**src/rtl/addsub_chunked.sv**
```systemverilog
// Multi-cycle two's-complement add/sub: WIDTH-bit operands processed CHUNK bits per clock
// with a registered inter-slice carry. Define ADDSUB_SAT_EN to clamp on signed overflow.
module addsub_chunked #(
    parameter int WIDTH = 16,
    parameter int CHUNK = 4
) (
    input  logic             clk,
    input  logic             rst,
    input  logic             in_valid,
    output logic             in_ready,
    input  logic [WIDTH-1:0] a,
    input  logic [WIDTH-1:0] b,
    input  logic             cin,
    input  logic             add_sub,
    output logic             out_valid,
    input  logic             out_ready,
    output logic [WIDTH-1:0] sum,
    output logic             cout,
    output logic             ovf,
    output logic             zero
);
    localparam int NCHUNK = WIDTH / CHUNK;
    localparam int IW     = (NCHUNK > 1) ? $clog2(NCHUNK) : 1;

    typedef enum logic [1:0] {S_IDLE, S_RUN, S_DONE} state_t;

    state_t             r_state, w_next;
    logic [WIDTH-1:0]   r_a, r_b, r_sum;
    logic               r_carry, r_cout, r_ovf, r_zero;
    logic [IW-1:0]      r_idx;

    logic [CHUNK-1:0]   w_a_sl, w_b_sl, w_s_sl;
    logic [CHUNK:0]     w_ext;
    logic               w_c, w_cmsb, w_last;
    logic [WIDTH-1:0]   w_full, w_final;

    always_ff @(posedge clk) begin
        if (rst) r_state <= S_IDLE;
        else     r_state <= w_next;
    end

    always_comb begin
        w_next = r_state;
        case (r_state)
            S_IDLE: if (in_valid)  w_next = S_RUN;
            S_RUN:  if (w_last)    w_next = S_DONE;
            S_DONE: if (out_ready) w_next = S_IDLE;
            default:               w_next = S_IDLE;
        endcase
    end

    // r_b already holds ~b for subtract, so every slice is a plain add
    always_comb begin
        w_last = (r_idx == IW'(NCHUNK - 1));
        w_a_sl = r_a[r_idx*CHUNK +: CHUNK];
        w_b_sl = r_b[r_idx*CHUNK +: CHUNK];
        w_ext  = {1'b0, w_a_sl} + {1'b0, w_b_sl} + {{CHUNK{1'b0}}, r_carry};
        w_s_sl = w_ext[CHUNK-1:0];
        w_c    = w_ext[CHUNK];
        // carry into the slice MSB recovered from its sum bit
        w_cmsb = w_a_sl[CHUNK-1] ^ w_b_sl[CHUNK-1] ^ w_s_sl[CHUNK-1];
        w_full = r_sum;
        w_full[r_idx*CHUNK +: CHUNK] = w_s_sl;
        w_final = w_full;
`ifdef ADDSUB_SAT_EN
        if (w_last && (w_c ^ w_cmsb))
            w_final = r_a[WIDTH-1] ? {1'b1, {(WIDTH-1){1'b0}}} : {1'b0, {(WIDTH-1){1'b1}}};
`endif
    end

    always_ff @(posedge clk) begin
        if (rst) begin
            r_a     <= '0;
            r_b     <= '0;
            r_sum   <= '0;
            r_carry <= 1'b0;
            r_idx   <= '0;
            r_cout  <= 1'b0;
            r_ovf   <= 1'b0;
            r_zero  <= 1'b0;
        end else begin
            case (r_state)
                S_IDLE: if (in_valid) begin
                    r_a     <= a;
                    r_b     <= add_sub ? ~b : b;
                    r_carry <= add_sub ? ~cin : cin;
                    r_idx   <= '0;
                end
                S_RUN: begin
                    r_sum   <= w_final;
                    r_carry <= w_c;
                    r_idx   <= r_idx + IW'(1);
                    if (w_last) begin
                        r_cout <= w_c;
                        r_ovf  <= w_c ^ w_cmsb;
                        r_zero <= (w_final == '0);
                    end
                end
                default: ;
            endcase
        end
    end

    assign in_ready  = (r_state == S_IDLE);
    assign out_valid = (r_state == S_DONE);
    assign sum       = r_sum;
    assign cout      = r_cout;
    assign ovf       = r_ovf;
    assign zero      = r_zero;
endmodule

```
**config.mk**
```make
export PLATFORM = sky130hd
export DESIGN_NAME = addsub_chunked
export DESIGN_NICKNAME = d
export VERILOG_FILES = /design/src/rtl/addsub_chunked.sv
export SDC_FILE = /design/constraint.sdc
export NUM_CORES = 1
export LEC_CHECK = 0
export CORE_UTILIZATION = 45
export CTS_BUF_LIST = sky130_fd_sc_hd__clkbuf_2
export CTS_CLUSTER_DIAMETER = 150
export DETAILED_ROUTE_END_ITERATION = 7
export PLACE_DENSITY = 0.8
export SYNTH_ARGS = -nofsm -noshare
export SYNTH_HDL_FRONTEND = slang
export SYNTH_SLANG_ARGS = --single-unit
```
**constraint.sdc**
```tcl
create_clock -name clk -period 5 [get_ports clk]
set_input_delay 1 -clock clk [delete_from_list [all_inputs] [get_ports clk]]
set_output_delay 1 -clock clk [all_outputs]
set_load 0.1 [all_outputs]
```
==> After elaboration in Yosys (flattened, before gate mapping) <==
Cells that the tools add are included.
{ "word_totals": {"wordCells": 46, "out_inout_bits": 21, "inputBits": 38, "ff_bits": 56} }
{ "op_classes": {"n_eq_ne": 6, "reduce_logical": 7, "n_bitwise": 5, "muxes": 11, "shift": 4, "n_addsub": 4} }
{ "op_table": {"columns": ["op", "n"], "rows": [
  ["$neg 4->34", 1],
  ["$shift 4x34->16 const A", 1],
  ["$shiftx 4x34->16", 1],
  ["$shiftx 16x5->4", 2],
  ["$bwmux 16", 1],
  ["$logic_not 16->1", 1],
  ["$mux 16", 1],
  ["$not 16->16", 1],
  ["$mux 2", 4],
  ["$pmux 2 s3", 1],
  ["$reduce_and 2->1", 3],
  ["$add 4x4->5", 1],
  ["$add 5x1->5", 1],
  ["$eq 2x2->1 const B", 2],
  ["$ne 2x2->1 const B", 2],
  ["$pmux 2 s2", 1],
  ["$reduce_and 3->1", 1],
  ["$xor 1x1->1", 3],
  ["$add 2x1->2 const B", 1],
  ["$eq 2x1->1 const B", 1],
  ["$logic_not 2->1", 1],
  ["$mux 1", 2],
  ["$ne 2x1->1 const B", 1],
  ["$pmux 1 s2", 1],
  ["2 further kinds", 2]
]} }

==> Logic depth before layout (Yosys ltp) <==
{ "depth": {"word_depth": 6, "ltp_mapped": 11, "depth_no_buf": 9} }

==> Least setup slack after synthesis <==
No wires, ideal clock.
{ "synth_timing": {"path_kind": "register to register", "from": "register r_idx[0]", "to": "register r_zero, in the netlist zero", "period_less_slack_ns": 3.014, "arrival_time_ns": 2.899, "t_required_ns": 4.884, "path_buffers": 2, "stages_incl_launch_ff": 12, "slack_ns": 1.986, "setup_ns": 0.116, "path_cell_list": "dfxtp_1 > buf_6 > buf_4 > mux4_2 > fa_1 > inv_1 > fa_1 > nor4b_1 > mux2i_1 > nand2_1 > nor4_1 > a31o_1"} }
{ "synth_via": {"elab_chain_len": 6, "word_cells_on_any_way": 11, "cone_classes": "add/sub: 3; eq/ne: 1; shift: 4; mux: 1; reduce/logical: 2"} }
{ "synth_rtl": {"columns": ["element", "line", "rtl"], "rows": [
  ["start: declaration", "30", "logic [IW-1:0] r_idx;"],
  ["start signal: assignment", "92", "r_idx <= r_idx + IW'(1);"],
  ["$shiftx 16x5->4 (on tied branches)", "55, 56", null],
  ["$add 4x4->5", "57", "w_ext = {1'b0, w_a_sl} + {1'b0, w_b_sl} + {{CHUNK{1'b0}}, r_carry};"],
  ["$add 5x1->5", "57", null],
  ["$shiftx 4x34->16", "63", "w_full[r_idx*CHUNK +: CHUNK] = w_s_sl;"],
  ["$bwmux 16", "63", null],
  ["$logic_not 16->1", "96", "r_zero <= (w_final == '0);"],
  ["end signal: assignment", "96", null],
  ["end: declaration", "29", "logic r_carry, r_cout, r_ovf, r_zero;"]
]} }
Several ways; a longest one is shown, not always the timed one.
A chain may end at the register's enable or synchronous reset.

==> Final worst setup path <==
Ends and elaborated chain as after synthesis.

==> results.txt <==
----------------------------------------------------
[Worst setup path]
  Maximum fanout along the worst path ... 14
  Crit-path most repeated cell ... fa_1
  Delay of the slowest cell on the worst path ... between 0.7 and 0.8 ns
  WP data arrival ... between 3 and 4 ns
  WP data required ... 5.37 ns
  Total buffers and inverters traversed by the critical path ... 2
  Critical path startpoint category ... flip-flop
  Crit path capture type ... flip-flop
  Kind of critical path ... reg -> reg
  Kind of cell adding the most delay to the critical path ... adder cells
  List of cells traversed by the critical path ... buf_4 > mux4_2 > fa_1 > inv_1 > fa_1 > nor4b_1 > mux2i_1 > nand2_1 > nor4_1 > a31o_1
  Cell at the slowest stage of the critical path ... dfxtp_1

[Job]
  Max-cap violations ... 0

[Power and ir drop]
  Clock network fraction of design power ... 22.8%
  Power share of the combinational group ... a little over a quarter
  Pint ... 0.672 mW
  Largest vdd supply drop ... 0.143 mV
  Switching power as a share of total power ... 31.2%
  LEAKAGE ... 1.24 nW
  Total power ... 0.976 mW
  Sequential share of power ... 50.6%
  Switching pwr ... about 0.30 mW
  Power density relative to cell area ... 281 mW/mm^2

[Detailed routing]
  Wire length per cell ... 13.5 um
  DRT Wirelength ... 5.87 mm
  Final antenna-violating net count ... 0
  Sum of routed wire segments on met1 ... around 2.6 mm
  Via count normalized by instance count ... 5.44
  Total vias in the final route ... 2368
  Uppermost layer routed ... met4
  Routed met3 length ... ~250 um
  Number of remaining DRC errors ... 0
  Number of optimization iterations in the first detailed-route pass ... 6
  Met2 routed wirelength ... 3.00 mm
  Number of DRC violations after detailed-routing iteration 0 ... 156

[Clocking]
  CTS buffer count ... 5
  Number of instances resized during post-cts repair ... 0
  Library cell used as clock root buffer ... clkbuf_2
  Clock tree from TritonCTS ... built
  Maximum number of buffers from clock root to sink ... 2
  Number of sinks handled by clock tree synthesis ... 56
  Number of H-tree levels ... 2
  Hold-fix buffers at CTS ... 0
  Number of buffers inserted to repair setup after CTS ... 0
  Clk slew on worst S/H paths ... 0.25 ns
  Clock latency reported for the late side of the worst-skew pair ... between 0.4 and 0.5 ns

[Die]
  Die Area ... 0.00666 mm^2
  Die width ... just over 80 um
  Number of core rows ... 28
  Number of I/O pins ... 59
  Core Area ... 0.00603 mm^2
  Starting utilization of the core area ... 47.3%
  Die extent in y ... about 82 um

[Global route]
  GRT Residual Overflow ... 0
  Maximum number of pins on one net before global-route repair ... 58
  Number of global-route vias before repair ... 2173
  Number of antenna violations at the first check in global routing ... 0
  First-pass GRT wire length ... 9.63 mm
  Combined global-route utilization of all metal layers ... 18.7%

[Logic synthesis]
  Net Count, Synth ... 364
  Post-synth top area share ... 39.3%
  Number of enable-type register cells in the synthesized netlist ... 0
  Prevailing post-synth register cell ... dfxtp_1
  Largest area contributor in the synthesized netlist ... dfxtp_1
  Distinct cell type count of the synthesized netlist ... 44
  Most used standard cell by instance count after synthesis ... dfxtp_1
  YS warnings ... 0
  Share of flip-flops with an asynchronous set or reset ... 0%
  Cells taking the most area after synthesis ... dfxtp_1 39%, mux4_2 6.3%, a211oi_1 5.8%, nand2_1 5.7%, nor2_1 5.7%
  Number of standard cells after synthesis ... 315
  Sequential-to-total area share from yosys stat ... 39.3%
  Leading post-synthesis cells by instance count ... 56 x dfxtp_1, 43 x nand2_1, 43 x nor2_1, 23 x a21oi_1, 22 x a211oi_1
  Syn avg cell area ... 9.05 um^2
  FF+latch count, synth ... 56
  Combined area of all synthesized cells ... 0.00285 mm^2

[Placement]
  Global placement routability congestion ... approximately 0.86
  Post-placement setup slack ... 1.52 ns
  Placed cell areas ... 0.00341 mm^2
  # placed instances ... 427
  Final HPWL from detailed placement ... between 4 and 5 mm
  Number of input and output port buffers inserted ... 58

[STA]
  TNS Setup ... 0 ns
  RSZ-0062 raised after global routing ... no
  Final hold violation count ... 0
  Final worst path period share ... 69.1%
  Setup violation total in the final timing report ... 0
  Setup Skew ... 0.00994 ns
  Clock period minus worst slack ... about 3.5 ns
  Final setup margin ... between 1.5 and 2 ns
  Final hold slack ... 0.472 ns
  Timing-limited maximum frequency ... 0.289 GHz
  Final max-slew violation count ... 0
  Slew HR ... 35.0%
  Worst-margin pin slew ... 0.972 ns

[Finish]
  Non-Filler Instances ... 435
  Share of final-layout standard cells stronger than drive strength 1 ... around 7%
  Area Growth Syn to Fin ... 21.9%
  Post-route standard cell area excluding fillers ... 0.00347 mm^2
  N_diodes ... 0
  Core utilization of the finished layout ... 57.6%
  Net count of the finished layout ... 408
  Count of fill cells added during filler insertion ... roughly 550

[Min path]
  Class of the most critical hold timing path ... reg -> reg

[Outcome]
  Result of the run ... finished, final reports clean

----------------------------------------------------
cell usage in the layout, fill, tap and decap left out, types with 5 or more instances in the layout:
cell,instances
ha_1,9
nand2_1,43
dfxtp_1,56
xnor2_1,18
a211oi_1,22
nand2b_1,5
a32oi_1,6
inv_1,7
a21oi_1,23
clkbuf_2,6
mux4_2,8
nor2_1,43
clkdlybuf4s50_1,57
power by group through the flow:
stage | Combinational [mW] | Sequential (mW) | Clock [mW]
6_report | 0.260 | 0.494 | 0.222
5_1_grt | 0.283 | 0.498 | 0.245
2_1_floorplan | 0.163 | 0.530 | 0
3_3_place_gp | 0.255 | 0.502 | 0
3_5_place_dp | 0.259 | 0.503 | 0
4_1_cts | 0.260 | 0.494 | 0.227
tightest hold or removal path: cells and delay by family (launching register included):
kind,cells,cell delay [ns]
flip-flops,1,0.37
AND/OR/NAND/NOR,1,0.05
AO/OA/AOI/OAI,1,0.05
registers in the layout, indices dropped and copies added, names as in the netlist:
| register | count |
|---|---|
| cout | 1 |
| ovf | 1 |
| r_a | 16 |
| r_b | 16 |
| r_carry | 1 |
| r_idx | 2 |
| r_state | 2 |
| sum | 16 |
| zero | 1 |
metal layers:
layer  up-vias  track usage (%)
met1      1102             23.6
met3         5             3.78
met4         0             5.79
met5         -                0
li1       1199                -
met2        62             31.9
cell type report:
class	count	area [um^2]	area share [%]
Clock inverter	2	35.0	1.01
Multi-Input combinational cell	228	1570	45.2
Sequential cell	56	1120	32.3
Timing Repair Buffer	61	598	17.2
Inverter	7	26.3	0.756
Tap cell	75	93.8	2.70
Clock buffer	6	30.0	0.865
path summary, 6_finish.rpt:
path	start	end	slack (ns)	cells past startpoint
worst max-delay path	r_idx[0]	zero	1.54	10
worst min-delay path	r_a[8]	r_a[8]	0.47	2
worst max register to register	r_idx[0]	zero	1.54	10
worst min register to register	r_a[8]	r_a[8]	0.47	2
cell families after synthesis:
family | count (synthesis) | share of synthesized area (%)
AO/OA/AOI/OAI | 69 | 16.6
XOR/XNOR | 20 | 6.15
adder cells (fa/ha/maj) | 11 | 5.36
buffers and inverters | 31 | 5.62
flip-flops | 56 | 39.3
multiplexers | 11 | 7.37
AND/OR/NAND/NOR | 117 | 19.6
(Power assumes the default switching activity.)
